$ cat src/rtl/icache_fetch_ctrl_pkg.sv
// rtl/icache_fetch_ctrl_pkg.sv - shared types and constants for the fetch sequencer
// Purpose: FSM state encoding, instruction width, default fetch parameters.
package fetch_pkg;

  typedef enum logic [1:0] {
    ST_IDLE   = 2'd0,
    ST_FETCH  = 2'd1,
    ST_HALTED = 2'd2
  } fetch_state_e;

  localparam int          INSTR_W        = 16;
  localparam int          ADDR_W_DEF     = 32;
  localparam int          FIFO_DEPTH_DEF = 2;
  localparam logic [31:0] RESET_PC_DEF   = 32'd0;

endpackage

$ cat src/rtl/icache_fetch_ctrl_if.sv
// rtl/icache_fetch_ctrl_if.sv - fetch sequencer bus: control, ICache port, decode port
// Purpose: bundles every non-clock/reset signal of icache_fetch_ctrl.
// Ports (master = fetch controller view):
//   redirect_valid/redirect_index/halt  in   control from the pipeline
//   ic_not_enable/ic_index              out  ICache read request
//   ic_data                             in   ICache read data, one cycle after a request
//   instr_valid/instr_data/instr_index  out  decode stream
//   instr_ready                         in   decode accept
interface icache_fetch_ctrl_if
  import fetch_pkg::*;
#(
  parameter int ADDR_W = ADDR_W_DEF,
  parameter int DATA_W = INSTR_W
);
  logic              redirect_valid;
  logic [ADDR_W-1:0] redirect_index;
  logic              halt;
  logic              ic_not_enable;
  logic [ADDR_W-1:0] ic_index;
  logic [DATA_W-1:0] ic_data;
  logic              instr_valid;
  logic              instr_ready;
  logic [DATA_W-1:0] instr_data;
  logic [ADDR_W-1:0] instr_index;

  modport master (
    input  redirect_valid, redirect_index, halt, ic_data, instr_ready,
    output ic_not_enable, ic_index, instr_valid, instr_data, instr_index
  );

  modport slave (
    output redirect_valid, redirect_index, halt, ic_data, instr_ready,
    input  ic_not_enable, ic_index, instr_valid, instr_data, instr_index
  );
endinterface

$ cat src/rtl/icache_fetch_ctrl_fifo.sv
// rtl/icache_fetch_ctrl_fifo.sv - small synchronous FIFO with flush and occupancy count
// Purpose: buffers {instruction, index} between the ICache and decode.
// Ports:
//   i_clk, i_rst    clock, synchronous active-high reset
//   i_flush         synchronous clear; wins over push and pop
//   i_push/i_push_data  write an entry
//   i_pop           remove the head entry (ignored when empty)
//   o_head_data     head entry, zero when empty
//   o_count         current number of entries
module fetch_fifo #(
  parameter  int WIDTH = 48,
  parameter  int DEPTH = 2,
  localparam int CNT_W = $clog2(DEPTH + 1),
  localparam int PTR_W = (DEPTH > 1) ? $clog2(DEPTH) : 1
) (
  input  logic             i_clk,
  input  logic             i_rst,
  input  logic             i_flush,
  input  logic             i_push,
  input  logic [WIDTH-1:0] i_push_data,
  input  logic             i_pop,
  output logic [WIDTH-1:0] o_head_data,
  output logic [CNT_W-1:0] o_count
);
  logic [WIDTH-1:0] r_mem [DEPTH];
  logic [PTR_W-1:0] r_rd_ptr;
  logic [PTR_W-1:0] r_wr_ptr;
  logic [CNT_W-1:0] r_count;
  logic             w_do_pop;

  function automatic logic [PTR_W-1:0] ptr_next(input logic [PTR_W-1:0] p);
    return (p == PTR_W'(DEPTH - 1)) ? '0 : p + PTR_W'(1);
  endfunction

  assign w_do_pop = i_pop & (r_count != '0);

  always_ff @(posedge i_clk) begin
    if (i_push && !i_flush) begin
      r_mem[r_wr_ptr] <= i_push_data;
    end
  end

  always_ff @(posedge i_clk) begin
    if (i_rst || i_flush) begin
      r_rd_ptr <= '0;
      r_wr_ptr <= '0;
      r_count  <= '0;
    end else begin
      if (i_push) r_wr_ptr <= ptr_next(r_wr_ptr);
      if (w_do_pop) r_rd_ptr <= ptr_next(r_rd_ptr);
      case ({i_push, w_do_pop})
        2'b10:   r_count <= r_count + CNT_W'(1);
        2'b01:   r_count <= r_count - CNT_W'(1);
        default: r_count <= r_count;
      endcase
    end
  end

  assign o_head_data = (r_count != '0) ? r_mem[r_rd_ptr] : '0;
  assign o_count     = r_count;
endmodule

$ cat src/rtl/icache_fetch_ctrl.sv
// rtl/icache_fetch_ctrl.sv - instruction fetch sequencer in front of the ICache
// Purpose: owns the fetch index, issues ICache reads under a credit limit, absorbs the
// one-cycle read latency in fetch_fifo and streams {instr, index} to decode; handles
// redirect (flush + restart) and halt.
// Ports:
//   clk, rst   clock, synchronous active-high reset
//   bus        icache_fetch_ctrl_if.master (control, ICache port, decode port)
module icache_fetch_ctrl
  import fetch_pkg::*;
#(
  parameter int                ADDR_W     = ADDR_W_DEF,
  parameter int                DATA_W     = INSTR_W,
  parameter int                FIFO_DEPTH = FIFO_DEPTH_DEF,
  parameter logic [ADDR_W-1:0] RESET_PC   = ADDR_W'(RESET_PC_DEF)
) (
  input  logic                clk,
  input  logic                rst,
  icache_fetch_ctrl_if.master bus
);
  localparam int CNT_W = $clog2(FIFO_DEPTH + 1);

  fetch_state_e        r_state;
  fetch_state_e        w_state_nxt;
  logic [ADDR_W-1:0]   r_fetch_pc;
  logic [ADDR_W-1:0]   r_tag;
  logic                r_inflight;
  logic                w_issue;
  logic                w_pop;
  logic                w_push;
  logic                w_credit_ok;
  logic [CNT_W-1:0]    w_count;
  logic [DATA_W+ADDR_W-1:0] w_head;

  assign w_pop = bus.instr_valid & bus.instr_ready;

  // Entries held plus the read in flight, less the one leaving this cycle, must stay
  // below the depth so the returning read always has a slot. Written with the pop on
  // the right-hand side to avoid an unsigned underflow.
  assign w_credit_ok = (32'(w_count) + 32'(r_inflight)) < (32'(FIFO_DEPTH) + 32'(w_pop));

  // A read that returns in a redirect cycle belongs to the old stream and is dropped.
  assign w_push = r_inflight & ~bus.redirect_valid;

  always_ff @(posedge clk) begin
    if (rst) r_state <= ST_IDLE;
    else     r_state <= w_state_nxt;
  end

  always_comb begin
    w_state_nxt = r_state;
    case (r_state)
      ST_IDLE:   w_state_nxt = ST_FETCH;
      ST_FETCH:  w_state_nxt = bus.halt ? ST_HALTED : ST_FETCH;
      ST_HALTED: w_state_nxt = bus.halt ? ST_HALTED : ST_FETCH;
      default:   w_state_nxt = ST_IDLE;
    endcase
  end

  always_comb begin
    w_issue = 1'b0;
    if (r_state == ST_FETCH) begin
      w_issue = ~bus.halt & ~bus.redirect_valid & w_credit_ok;
    end
  end

  always_ff @(posedge clk) begin
    if (rst) begin
      r_fetch_pc <= RESET_PC;
      r_tag      <= '0;
      r_inflight <= 1'b0;
    end else begin
      if (bus.redirect_valid) r_fetch_pc <= bus.redirect_index;
      else if (w_issue)       r_fetch_pc <= r_fetch_pc + ADDR_W'(1);
      if (w_issue) r_tag <= r_fetch_pc;
      r_inflight <= w_issue;
    end
  end

  fetch_fifo #(
    .WIDTH (DATA_W + ADDR_W),
    .DEPTH (FIFO_DEPTH)
  ) u_fifo (
    .i_clk       (clk),
    .i_rst       (rst),
    .i_flush     (bus.redirect_valid),
    .i_push      (w_push),
    .i_push_data ({bus.ic_data, r_tag}),
    .i_pop       (w_pop),
    .o_head_data (w_head),
    .o_count     (w_count)
  );

  assign bus.ic_not_enable = ~w_issue;
  assign bus.ic_index      = r_fetch_pc;
  assign bus.instr_valid   = (w_count != '0);
  assign bus.instr_data    = w_head[DATA_W+ADDR_W-1:ADDR_W];
  assign bus.instr_index   = w_head[ADDR_W-1:0];
endmodule

$ cat src/flat_wrapper.sv
// flat-port wrapper written by rule: the top's interface ports become plain ports
module icache_fetch_ctrl_flat import fetch_pkg::*;
#(
  parameter int                ADDR_W     = ADDR_W_DEF,
  parameter int                DATA_W     = INSTR_W,
  parameter int                FIFO_DEPTH = FIFO_DEPTH_DEF,
  parameter logic [ADDR_W-1:0] RESET_PC   = ADDR_W'(RESET_PC_DEF)
)
  (clk, rst, bus_redirect_valid, bus_redirect_index, bus_halt, bus_ic_data, bus_instr_ready, bus_ic_not_enable, bus_ic_index, bus_instr_valid, bus_instr_data, bus_instr_index);
  icache_fetch_ctrl_if #(.ADDR_W(ADDR_W), .DATA_W(DATA_W)) bus_i ();
  input  logic clk;
  input  logic rst;
  input wire logic [$bits(bus_i.redirect_valid)-1:0] bus_redirect_valid;
  input wire logic [$bits(bus_i.redirect_index)-1:0] bus_redirect_index;
  input wire logic [$bits(bus_i.halt)-1:0] bus_halt;
  input wire logic [$bits(bus_i.ic_data)-1:0] bus_ic_data;
  input wire logic [$bits(bus_i.instr_ready)-1:0] bus_instr_ready;
  output wire logic [$bits(bus_i.ic_not_enable)-1:0] bus_ic_not_enable;
  output wire logic [$bits(bus_i.ic_index)-1:0] bus_ic_index;
  output wire logic [$bits(bus_i.instr_valid)-1:0] bus_instr_valid;
  output wire logic [$bits(bus_i.instr_data)-1:0] bus_instr_data;
  output wire logic [$bits(bus_i.instr_index)-1:0] bus_instr_index;
  assign bus_i.redirect_valid = bus_redirect_valid;
  assign bus_i.redirect_index = bus_redirect_index;
  assign bus_i.halt = bus_halt;
  assign bus_i.ic_data = bus_ic_data;
  assign bus_i.instr_ready = bus_instr_ready;
  assign bus_ic_not_enable = bus_i.ic_not_enable;
  assign bus_ic_index = bus_i.ic_index;
  assign bus_instr_valid = bus_i.instr_valid;
  assign bus_instr_data = bus_i.instr_data;
  assign bus_instr_index = bus_i.instr_index;
  icache_fetch_ctrl #(.ADDR_W(ADDR_W), .DATA_W(DATA_W), .FIFO_DEPTH(FIFO_DEPTH), .RESET_PC(RESET_PC)) u_core (.clk(clk), .rst(rst), .bus(bus_i));
endmodule
$ cat config.mk
export PLATFORM = sky130hd
export DESIGN_NAME = icache_fetch_ctrl_flat
export DESIGN_NICKNAME = d
export VERILOG_FILES = /design/src/rtl/icache_fetch_ctrl_pkg.sv /design/src/rtl/icache_fetch_ctrl_if.sv /design/src/rtl/icache_fetch_ctrl_fifo.sv /design/src/rtl/icache_fetch_ctrl.sv /design/src/flat_wrapper.sv
export SDC_FILE = /design/constraint.sdc
export NUM_CORES = 1
export LEC_CHECK = 0
export CORE_UTILIZATION = 55
export CTS_BUF_LIST = sky130_fd_sc_hd__clkbuf_4
export DETAILED_ROUTE_END_ITERATION = 10
export PLACE_DENSITY = 0.84
export SLEW_MARGIN = 20
export SYNTH_ARGS = -nofsm -noshare
export SYNTH_HDL_FRONTEND = slang
export SYNTH_HIERARCHICAL = 1
export SYNTH_SLANG_ARGS = --single-unit
$ cat constraint.sdc
create_clock -name clk -period 9.28 [get_ports clk]
set_clock_uncertainty 0.2 [all_clocks]
set_input_delay 0.928 -clock clk [delete_from_list [all_inputs] [get_ports clk]]
set_output_delay 0.928 -clock clk [all_outputs]
set_load 0.02 [all_outputs]
==> impl_metrics.toml <==
[sta]
setup_ws_ps = 3819
grt_setup_unrepaired = "false"
drv_slew = 0
slew_headroom_pct = 27.26
clock.fmax_mhz = 183.1
period_share_pct = 58.85
finalSetupViolCount = 0
worst_pin_slew_ps = 1088
hold_viol = 0
post-route-min-period_ps = 5461
tns_ps = 0

[clock_network]
ctsHoldBuffers = 0
clockBufferDepth = 2
numCtsBuffers = 17
htreeDepth = 4
clock-root-buffer = "clkbuf_4"
cts_resized = 0
cts_setup_buffers = 0
cts_tree = "yes"
cts_num_sinks = 168
clk_latency_ps = 540
clk_pin_slew_ps = 130

[placed_design]
dpl.hpwl_um = 10910
dp.cells = 916
placed_area_um2 = 8522
gp_congestion = 0.9075
pre_cts_ws_ps = 3832
port_buffers = 134

[drt]
drt_iter0_markers = 425
vias = 5510
via_per_inst = 5.812
wire_per_inst_um = 17.23
drt_pre_antenna_iters = 5
wirelength_um = 16340
drc = 0
final_antenna_net_count = 0

[grt]
grt.total_usage_pct = 25.07
grt_pass1_vias = 5178
grt_max_degree = 67
grt_remaining_overflow = 0
grt_first_pass_wirelength_um = 25360
antenna_found_initial = 0

[setup_path]
r2r_start = "u_core/u_fifo/o_count[0]"
rr_endpoint = "u_core/bus.ic_index[9]"
worstPathArrival_ps = 4330
rr_worst_depth = 7
rrSetupSlack_ps = 5260
crit_fanout = 51
cp-startpoint = "bus_redirect_valid"
setup.worst_path.start_class = "input port"
worst_setup_path_end_kind = "output port"
crit_required_ps = 8150
critPathKind = "input port to output port"

[run_status]
status = "finished clean"

[logic_synthesis]
yosysUniqueCellTypes = 53
syn_inst = 641
yosysWarnings = 6
synth_area_um2 = 7072
yosysSeqAreaShare_pct = 61.15
synth.net_count = 701
synth-seq-cells = 168
syn_avg_cell_area_um2 = 11.03
ys.flop_type = "edfxtp_1"
synthArstFlopShare_pct = 0
synth_edf_count = 96

[power_and_ir_drop]
seqPwrFrac_pct = 60.0
p_clk_share_pct = 32.2
p_per_area_nw_per_um2 = 154.2
p_sw_share_pct = 23.91
p_int_mw = 1.036
comb_power_share_pct = 7.8
ir_drop_uv = 75.15
p_leak_nw = 2.782
switching_power_uw = 325.4

[final_layout]
final_area_um2 = 8828
area_growth_pct = 24.84
layout-drive-gt1-share_pct = 6.186
seqCellArea_um2 = 4325
antenna_cells = 0
fin_cells = 948
fillers = 949
multiInputGateArea_um2 = 2554
finalNetCount = 823

[floorplan]
die_w_um = 115.4
core.rowCount = 41
coreArea_um2 = 12570
die_area_um2 = 13310
die_h_um = 115.4
num_io_pins = 135
start_util_pct = 56.27

[min_path]
hold_depth = 0
min_from = "u_core/r_tag[2]"
min_path_type = "flop to flop"
hold_end = "u_core/u_fifo/r_mem[1][2]"

[job]
cap_violations = 0
## through the flow
step / total power [mW] / hold WS [ps] / utilization, %
5_1_grt: 1.408 / 282.8 / 70.24
3_3_place_gp: 0.9338 / 232.7 / 67.76
4_1_cts: 1.366 / 267.1 / 70.19
6_report: 1.361 / 276.9 / 70.24
2_1_floorplan: 0.8782 / 225.4 / -
3_5_place_dp: 0.9376 / 237.8 / 67.80
## worst max-delay path by stage
stage,end,slack (ps),depth (start not counted)
floorplan,u_core/u_fifo/r_mem[1][0],3470,5
global placement,bus_ic_not_enable,3930,6
detailed placement,bus_ic_not_enable,3830,6
CTS,bus_ic_not_enable,3830,6
global route,bus_ic_not_enable,3620,6
finish,bus_ic_not_enable,3820,6
## cells by family (layout without fill, tap and decap cells)
logic type	after synthesis	count (layout)	synth area share (%)
AOI/OAI and AO/OA	107	107	9.501
xor gates and xnor gates	11	11	1.362
adders and majority gates	7	7	1.238
buffers and inverters	52	187	3.167
DFF	168	168	61.15
muxes	51	51	7.236
and+or+nand+nor	245	245	16.35
## metal layers
metal,vias up,wire [µm],global-route usage [%]
met2,286,7855,40.16
met4,0,273,8.918
met1,2599,6993,33.24
li1,2600,-,-
met5,-,0,0
met3,25,1215,6.220
## cells in the mapped netlist (2+ instances only)
master    number  area [µm²]
a211oi_1       6       45.04
a21o_1         4       30.03
a21oi_1       40       200.2
a22oi_1        4       30.03
a31oi_1       16       100.1
and2_1         5       31.28
and3_1         9       56.30
and4_1         6       52.55
buf_1          3       11.26
buf_2          8       40.04
buf_4          3       22.52
clkbuf_1      21       78.83
dfxtp_1       72        1441
edfxtp_1      96        2883
ha_1           7       87.58
inv_1         14       52.55
mux2i_1       50       500.5
nand2_1       96       360.4
nand3_1       14       70.07
nand4_1       16       100.1
nor2_1        60       225.2
nor3_1        13       65.06
nor3_2         2       20.02
nor4_1         4       25.02
o211ai_1       5       37.54
o21ai_0        7       35.03
o21ai_1        4       20.02
o22ai_1        5       31.28
o311ai_1       4       35.03
o31a_1         3       26.28
or3_1          6       37.54
or4_1          7       52.55
or4b_1         2       20.02
xnor2_1        4       35.03
xor2_1         7       61.31
## registers in the layout, summed over array words and instances (netlist names), named ones only
name and cells:
u_core/bus.ic_index 32, u_core/r_inflight 1, u_core/r_state 2, u_core/r_tag 32, u_core/u_fifo/o_count 2, u_core/u_fifo/r_mem 96
u_core/u_fifo/r_rd_ptr 1, u_core/u_fifo/r_wr_ptr 1
## power by group through the flow
stage	Sequential (mW)	Combinational, mW	Clock (mW)
after global placement	0.832	0.102	0
after global routing	0.819	0.113	0.476
final	0.816	0.106	0.439
after floorplan	0.835	0.0430	0
after CTS	0.816	0.106	0.444
after detailed placement	0.832	0.105	0
## placed cells by master (no fill, tap or decap), types with 5 or more instances in the layout
master,n
nor3_1,12
a31oi_1,16
a21oi_1,40
clkbuf_4,17
nor2_1,59
edfxtp_1,96
buf_4,5
or4_1,7
o21ai_0,7
and2_1,5
inv_1,14
and3_1,9
nand3_1,14
nand4_1,16
ha_1,7
clkdlybuf4s50_1,133
dfxtp_1,71
o211ai_1,5
a211oi_1,6
xor2_1,7
mux2i_1,50
o22ai_1,5
nand2_1,96
and4_1,6
or3_1,6
## critical path, cell delays in order
cell	delay, ps
clkdlybuf4s50_1	390
buf_4	260
or4b_1	700
nor2_4	750
inv_2	590
clkdlybuf4s50_1	690
## final cells by class
cell class,instances,area share [%]
flip-flops and latches,168,48.99
multi-input cells,421,28.93
repair buffers,139,15.56
well taps,172,2.438
clock inverters,15,1.956
clock buffers,17,1.446
inverters,16,0.6803
Power figures use the tool's default switching activity.
